### config.mk
export PLATFORM = sky130hd
export DESIGN_NAME = fetch_scheduler
export DESIGN_NICKNAME = d
export VERILOG_FILES = /design/src/rtl/astro_pkg.sv /design/src/rtl/raster_addr_gen.sv /design/src/rtl/fetch_scheduler.sv
export SDC_FILE = /design/constraint.sdc
export NUM_CORES = 1
export LEC_CHECK = 0
export ABC_AREA = 1
export CORE_AREA = 2 2 128 68
export DETAILED_ROUTE_END_ITERATION = 8
export DIE_AREA = 0 0 130 70
export PLACE_DENSITY = 0.83
export SLEW_MARGIN = 20
export SYNTH_ARGS = -nofsm -noshare
export SYNTH_HDL_FRONTEND = slang
export SYNTH_HIERARCHICAL = 1
export SYNTH_SLANG_ARGS = --single-unit
### constraint.sdc
create_clock -name clk -period 2.8 [get_ports clk]
set_input_delay 0.56 -clock clk [delete_from_list [all_inputs] [get_ports clk]]
set_output_delay 0.56 -clock clk [all_outputs]
set_load 0.005 [all_outputs]
### src/rtl/astro_pkg.sv
// rtl/astro_pkg.sv - shared state encoding and result-plane constants for fetch_scheduler
package astro_pkg;

  typedef enum logic [2:0] {
    IDLE      = 3'd0,
    FETCH_TEM = 3'd1,
    FETCH_WIN = 3'd2,
    WAIT_NCC  = 3'd3,
    WR_IDX    = 3'd4,
    WR_HI     = 3'd5,
    WR_LO     = 3'd6,
    DONE      = 3'd7
  } state_t;

  // Result words land in the last row of the window/result plane
  localparam logic [6:0] RESULT_ROW    = 7'd127;
  localparam logic [6:0] RESULT_COL_IDX = 7'd0;
  localparam logic [6:0] RESULT_COL_HI  = 7'd1;
  localparam logic [6:0] RESULT_COL_LO  = 7'd2;

  // Selects one of the three result words: index, upper NCC half, lower NCC half
  function automatic logic [31:0] result_word(input logic [1:0] sel,
                                              input logic [8:0] idx,
                                              input logic [63:0] ncc);
    logic [31:0] w;
    case (sel)
      2'd0:    w = {23'b0, idx};
      2'd1:    w = ncc[63:32];
      default: w = ncc[31:0];
    endcase
    return w;
  endfunction

endpackage

### src/rtl/raster_addr_gen.sv
// rtl/raster_addr_gen.sv - square raster row/col counter with reload and last-address flag
module raster_addr_gen (
  input  logic       clk,
  input  logic       rst_n,
  input  logic [6:0] dim,
  input  logic       clear,
  input  logic       advance,
  output logic [6:0] row,
  output logic [6:0] col,
  output logic       last
);

  logic col_end;

  assign col_end = (col == dim - 7'd1);
  assign last    = col_end && (row == dim - 7'd1);

  // Column runs fastest; clear wins over advance so a plane switch reloads to 0,0
  always_ff @(posedge clk or negedge rst_n) begin
    if (!rst_n) begin
      row <= 7'd0;
      col <= 7'd0;
    end else if (clear) begin
      row <= 7'd0;
      col <= 7'd0;
    end else if (advance) begin
      if (col_end) begin
        col <= 7'd0;
        row <= row + 7'd1;
      end else begin
        col <= col + 7'd1;
      end
    end
  end

endmodule

### src/rtl/fetch_scheduler.sv
// rtl/fetch_scheduler.sv - template/window fetch sequencer with optional result write-back (RESULT_WRITEBACK_EN)
module fetch_scheduler
  import astro_pkg::*;
#(
  parameter int TEM_DIM = 16,
  parameter int WIN_DIM = 64
) (
  input  logic        clk,
  input  logic        rst_n,
  input  logic        ready_2_start,
  output logic        req,
  output logic        rd_wr,
  output logic [6:0]  row,
  output logic [6:0]  col,
  output logic        tem_win,
  output logic [31:0] write_data,
  input  logic [31:0] read_data,
  output logic        set_done,
  output logic [31:0] pix_data,
  output logic        pix_valid,
  output logic        pix_is_tem,
  input  logic        dp_stall,
  input  logic        ncc_done,
  input  logic [63:0] greatestNCCLog2,
  input  logic [8:0]  greatestWindowIndex
);

  localparam logic [6:0] TEM_D = 7'(TEM_DIM);
  localparam logic [6:0] WIN_D = 7'(WIN_DIM);

  state_t     state, state_nxt;
  logic [6:0] gen_dim, gen_row, gen_col;
  logic       gen_clear, gen_advance, gen_last;

  assign gen_dim = (state == FETCH_WIN) ? WIN_D : TEM_D;

  raster_addr_gen u_addr (
    .clk     (clk),
    .rst_n   (rst_n),
    .dim     (gen_dim),
    .clear   (gen_clear),
    .advance (gen_advance),
    .row     (gen_row),
    .col     (gen_col),
    .last    (gen_last)
  );

`ifdef RESULT_WRITEBACK_EN
  logic [8:0]  cap_idx;
  logic [63:0] cap_ncc;

  // Latch the datapath result on the accepted ncc_done so later input changes do not leak into the writes
  always_ff @(posedge clk or negedge rst_n) begin
    if (!rst_n) begin
      cap_idx <= 9'd0;
      cap_ncc <= 64'd0;
    end else if (state == WAIT_NCC && ncc_done) begin
      cap_idx <= greatestWindowIndex;
      cap_ncc <= greatestNCCLog2;
    end
  end
`else
  logic unused_result;
  assign unused_result = ^{greatestNCCLog2, greatestWindowIndex};
`endif

  // State register
  always_ff @(posedge clk or negedge rst_n) begin
    if (!rst_n) state <= IDLE;
    else        state <= state_nxt;
  end

  // Next state, memory request and address/data outputs
  always_comb begin
    state_nxt   = state;
    req         = 1'b0;
    rd_wr       = 1'b0;
    tem_win     = 1'b0;
    row         = 7'd0;
    col         = 7'd0;
    write_data  = 32'd0;
    set_done    = 1'b0;
    gen_clear   = 1'b0;
    gen_advance = 1'b0;
    case (state)
      IDLE: begin
        if (ready_2_start) begin
          state_nxt = FETCH_TEM;
          gen_clear = 1'b1;
        end
      end
      FETCH_TEM: begin
        tem_win = 1'b1;
        row     = gen_row;
        col     = gen_col;
        if (!dp_stall) begin
          req         = 1'b1;
          gen_advance = 1'b1;
          if (gen_last) begin
            state_nxt = FETCH_WIN;
            gen_clear = 1'b1;
          end
        end
      end
      FETCH_WIN: begin
        row = gen_row;
        col = gen_col;
        if (!dp_stall) begin
          req         = 1'b1;
          gen_advance = 1'b1;
          if (gen_last) begin
            state_nxt = WAIT_NCC;
            gen_clear = 1'b1;
          end
        end
      end
      WAIT_NCC: begin
`ifdef RESULT_WRITEBACK_EN
        if (ncc_done) state_nxt = WR_IDX;
`else
        if (ncc_done) state_nxt = DONE;
`endif
      end
`ifdef RESULT_WRITEBACK_EN
      WR_IDX: begin
        req        = 1'b1;
        rd_wr      = 1'b1;
        row        = RESULT_ROW;
        col        = RESULT_COL_IDX;
        write_data = result_word(2'd0, cap_idx, cap_ncc);
        state_nxt  = WR_HI;
      end
      WR_HI: begin
        req        = 1'b1;
        rd_wr      = 1'b1;
        row        = RESULT_ROW;
        col        = RESULT_COL_HI;
        write_data = result_word(2'd1, cap_idx, cap_ncc);
        state_nxt  = WR_LO;
      end
      WR_LO: begin
        req        = 1'b1;
        rd_wr      = 1'b1;
        row        = RESULT_ROW;
        col        = RESULT_COL_LO;
        write_data = result_word(2'd2, cap_idx, cap_ncc);
        state_nxt  = DONE;
      end
`endif
      DONE: begin
        set_done = 1'b1;
        if (!ready_2_start) state_nxt = IDLE;
      end
      default: state_nxt = IDLE;
    endcase
  end

  // Read data arrives one cycle after the request; remember which plane it belongs to
  always_ff @(posedge clk or negedge rst_n) begin
    if (!rst_n) begin
      pix_valid  <= 1'b0;
      pix_is_tem <= 1'b0;
    end else begin
      pix_valid  <= req && !rd_wr;
      pix_is_tem <= req && !rd_wr && tem_win;
    end
  end

  assign pix_data = pix_valid ? read_data : 32'd0;

endmodule
==> results_dict.tcl, run 1 <==
set metrics [dict create \
    dp.cells 599 \
    synth_cell_types 30 \
    synth_edf_count 0 \
    postRouteAntennaNets 0 \
    fillers 828 \
    rsz0062_at_grt "true" \
    dieArea_sq_um 9100 \
    min_path_cells 2 \
    final_cell_count_no_fill 618 \
    power.density_nw_per_um2 806 \
    timing.setup.tns_ps -16.4 \
    die_w_microns 130 \
    num_rows 24 \
    via_count 2494 \
    synthToLayoutAreaGrowth_pct 63.5 \
    layout_commonest_cell "nand2_1" \
    synth_xor_area_share_pct 4.27 \
    num-nets-final 615 \
    synthSimpleGateAreaFrac_pct 41.8 \
    outcome "finished with violations" \
    drt_pass1_iterations 5 \
    finalHoldViolations 0 \
    reg2reg_slack_ps -20 \
    dp_slack_ps -199 \
    wl_per_cell_microns 10.9 \
    grt_pass1_wl_microns 10600 \
    num_antenna_cells 0 \
    min_period_ps 2820 \
    synth_top_family_by_area "simple AND/OR/NAND/NOR gates" \
    h-tree-depth 1 \
    hold_end "u_addr/row[5]" \
    drc 0 \
    synthMuxAreaShare_pct 0 \
    cts_buffers 3 \
    hp-start "u_addr/row[5]" \
    final_cell_area_sq_um 3690 \
    cts_tree "yes" \
    max_freq_mhz 355 \
    synth_ff_type "dfrtp_1" \
    async_flop_share_pct 100 \
    ys_warn_count 6 \
    vias_per_cell 4.04 \
    grt_start_max_net_pins 34 \
    clk_path_buf_depth 2 \
    ys_seq_area_share_pct 21.1 \
    die-height_microns 70 \
    setup_viol_count_final 1 \
    grt_usage_pct 14.8 \
    slew_violations 0 \
    grt_overflow_total 0 \
    drv_cap 0 \
    cpMaxStageDelayCell "dfrtp_1" \
    final_cell_mix "92 x nand2_1, 86 x clkdlybuf4s50_1, 70 x inv_1" \
    cp.arrival_ps 3000 \
    worstPathCellList "nor2_4, nand2_4, inv_2, nand2_2, o21bai_4, buf_6, a21oi_2, nor2_2, nand2_2, nor2_4, inv_2, or2_4, o22ai_4, nor2_4, inv_2, nand4_1, buf_4, xor2_1, a21oi_1" \
    critical_path_class "reg2reg" \
    r2r_cells 19 \
    placed_area_sq_um 3390 \
    r2r-end "u_addr/col[3]" \
    cp_top_family "simple AND/OR/NAND/NOR gates" \
    min_path_type "reg2reg" \
    path_max_fanout 5 \
    root_buffer "clkbuf_16" \
    start_kind "flip-flop" \
    path_buf_inv 5 \
    syn_area_sq_um 2260 \
    avgSynthCellArea_sq_um 6.27 \
    drt_iter0_drc 157 \
    fin_crit_sh_pct 101 \
    place.gp.congestion 0.912 \
    antenna_found_initial 0 \
    leakage_nw 1.95 \
    failed_checks "setup timing" \
    cts_sinks 19 \
    drive_above_1_share_pct 20.0 \
    wirelength_microns 6740 \
    clkTransAtPathRegs_ps 60 \
    timing.rr.start "state[0]" \
    synthAdderAreaFrac_pct 1.66 \
    portBuffers 87 \
    clock_latency_ps 260 \
    ys_seq_elements 19 \
    cp_slowest_stage_delay_ps 400 \
    grt_pass1_vias 2280 \
    core_area_sq_um 8200 \
    required_ps 2980 \
    irDropWorstVdd_mv 0.487 \
    start_util_pct 27.5 \
    synthCells 360 \
    skew_ps 1.51 \
    pin_count 194 \
    hpwl_microns 5370 \
    synth-compound-area-share_pct 3.55 \
    setup_ws_ps -16.4 \
    cp-end-kind "flip-flop" \
]
[worst max path at each step]
stage,end,from,cells after the start
after CTS,u_addr/col[5],state[2],18
after detailed placement,u_addr/col[6],state[0],19
after floorplan,u_addr/col[6],state[0],21
after global placement,u_addr/col[6],state[0],19
after global routing,u_addr/col[3],state[0],20
final,u_addr/col[3],state[0],19
[cell usage after synthesis, types with 3 or more instances]
library cell  count  area, sq um
a21oi_1          10         50.1
dfrtp_1          19          475
xor2_1           11         96.3
nor2_1           26         97.6
inv_1            74          278
nand2_2           7         43.8
nand2_1          93          349
buf_4            34          255
buf_6             3         33.8
nand3_1          32          160
nor3_1            6         30.0
nor2_2            4         25.0
ha_1              3         37.5
nor2_4           11          124
nand4_1           8         50.1
nand2_4           3         33.8
clkbuf_1          3         11.3
[cell type report]
| class | count | area (sq um) | area share (%) |
|---|---|---|---|
| multi-input cells | 271 | 1470 | 39.7 |
| repair buffers | 131 | 1230 | 33.3 |
| flip-flops and latches | 19 | 477 | 12.9 |
| inverters | 76 | 293 | 7.93 |
| clock buffers | 4 | 78.8 | 2.13 |
| well taps | 117 | 146 | 3.96 |
[layer usage]
| layer | track usage, % | wire length [microns] | up-vias |
|---|---|---|---|
| li1 | - | - | 1273 |
| met1 | 22.1 | 3300 | 1119 |
| met2 | 21.8 | 2940 | 96 |
| met3 | 3.98 | 455 | 6 |
| met4 | 1.55 | 46 | 0 |
| met5 | 0 | 0 | - |
[worst min-delay path: stages (launching register included)]
cell and delay (ps):
dfrtp_1 430, nand2_1 80, nand2_1 50
[power by group]
group	internal (W)	total (W)	leakage (nW)	switching [W]
Combinational	0.00103	0.00221	1.66	0.00118
Sequential	0.000379	0.000461	0.251	0.0000829
Clock	0.000194	0.000304	0.0382	0.000110
Total	0.00161	0.00298	1.95	0.00137
[timing repair]
action	CTS	global route
endpoints found under the setup margin	12	19
pin swaps	11	11
buffers inserted	10	7
hold buffers	0	0
gates resized for setup	11	20
[sequential cells by signal, indices dropped and copies added, names as in the netlist]
| name | cells |
|---|---|
| u_addr/col | 7 |
| u_addr/row | 7 |
| state | 3 |
| pix_is_tem | 1 |
| pix_valid | 1 |
[metrics by stage]
step | power, W | utilization, % | hold WS, ps
5_1_grt | 0.00323 | 45.1 | 603
2_1_floorplan | 0.00168 | - | 264
6_report | 0.00298 | 45.1 | 583
3_5_place_dp | 0.00243 | 41.3 | 561
4_1_cts | 0.00287 | 43.8 | 573
3_3_place_gp | 0.00236 | 41.3 | 541
[kinds of logic (layout without fill, tap and decap cells)]
logic type,after synthesis,count (layout)
buffers and inverters,119,211
AO/OA/AOI/OAI,13,13
flip-flops,19,19
AND/OR/NAND/NOR,194,194
adder cells (fa/ha/maj),3,3
other,1,50
XOR/XNOR,11,11
Power figures use the tool's default switching activity.
==> run 2: changes to the inputs <==
- GPL_ROUTABILITY_DRIVEN: default -> 0
==> results of run 2 <==
The final DEF is identical to that of run 1; final timing and power are the same.
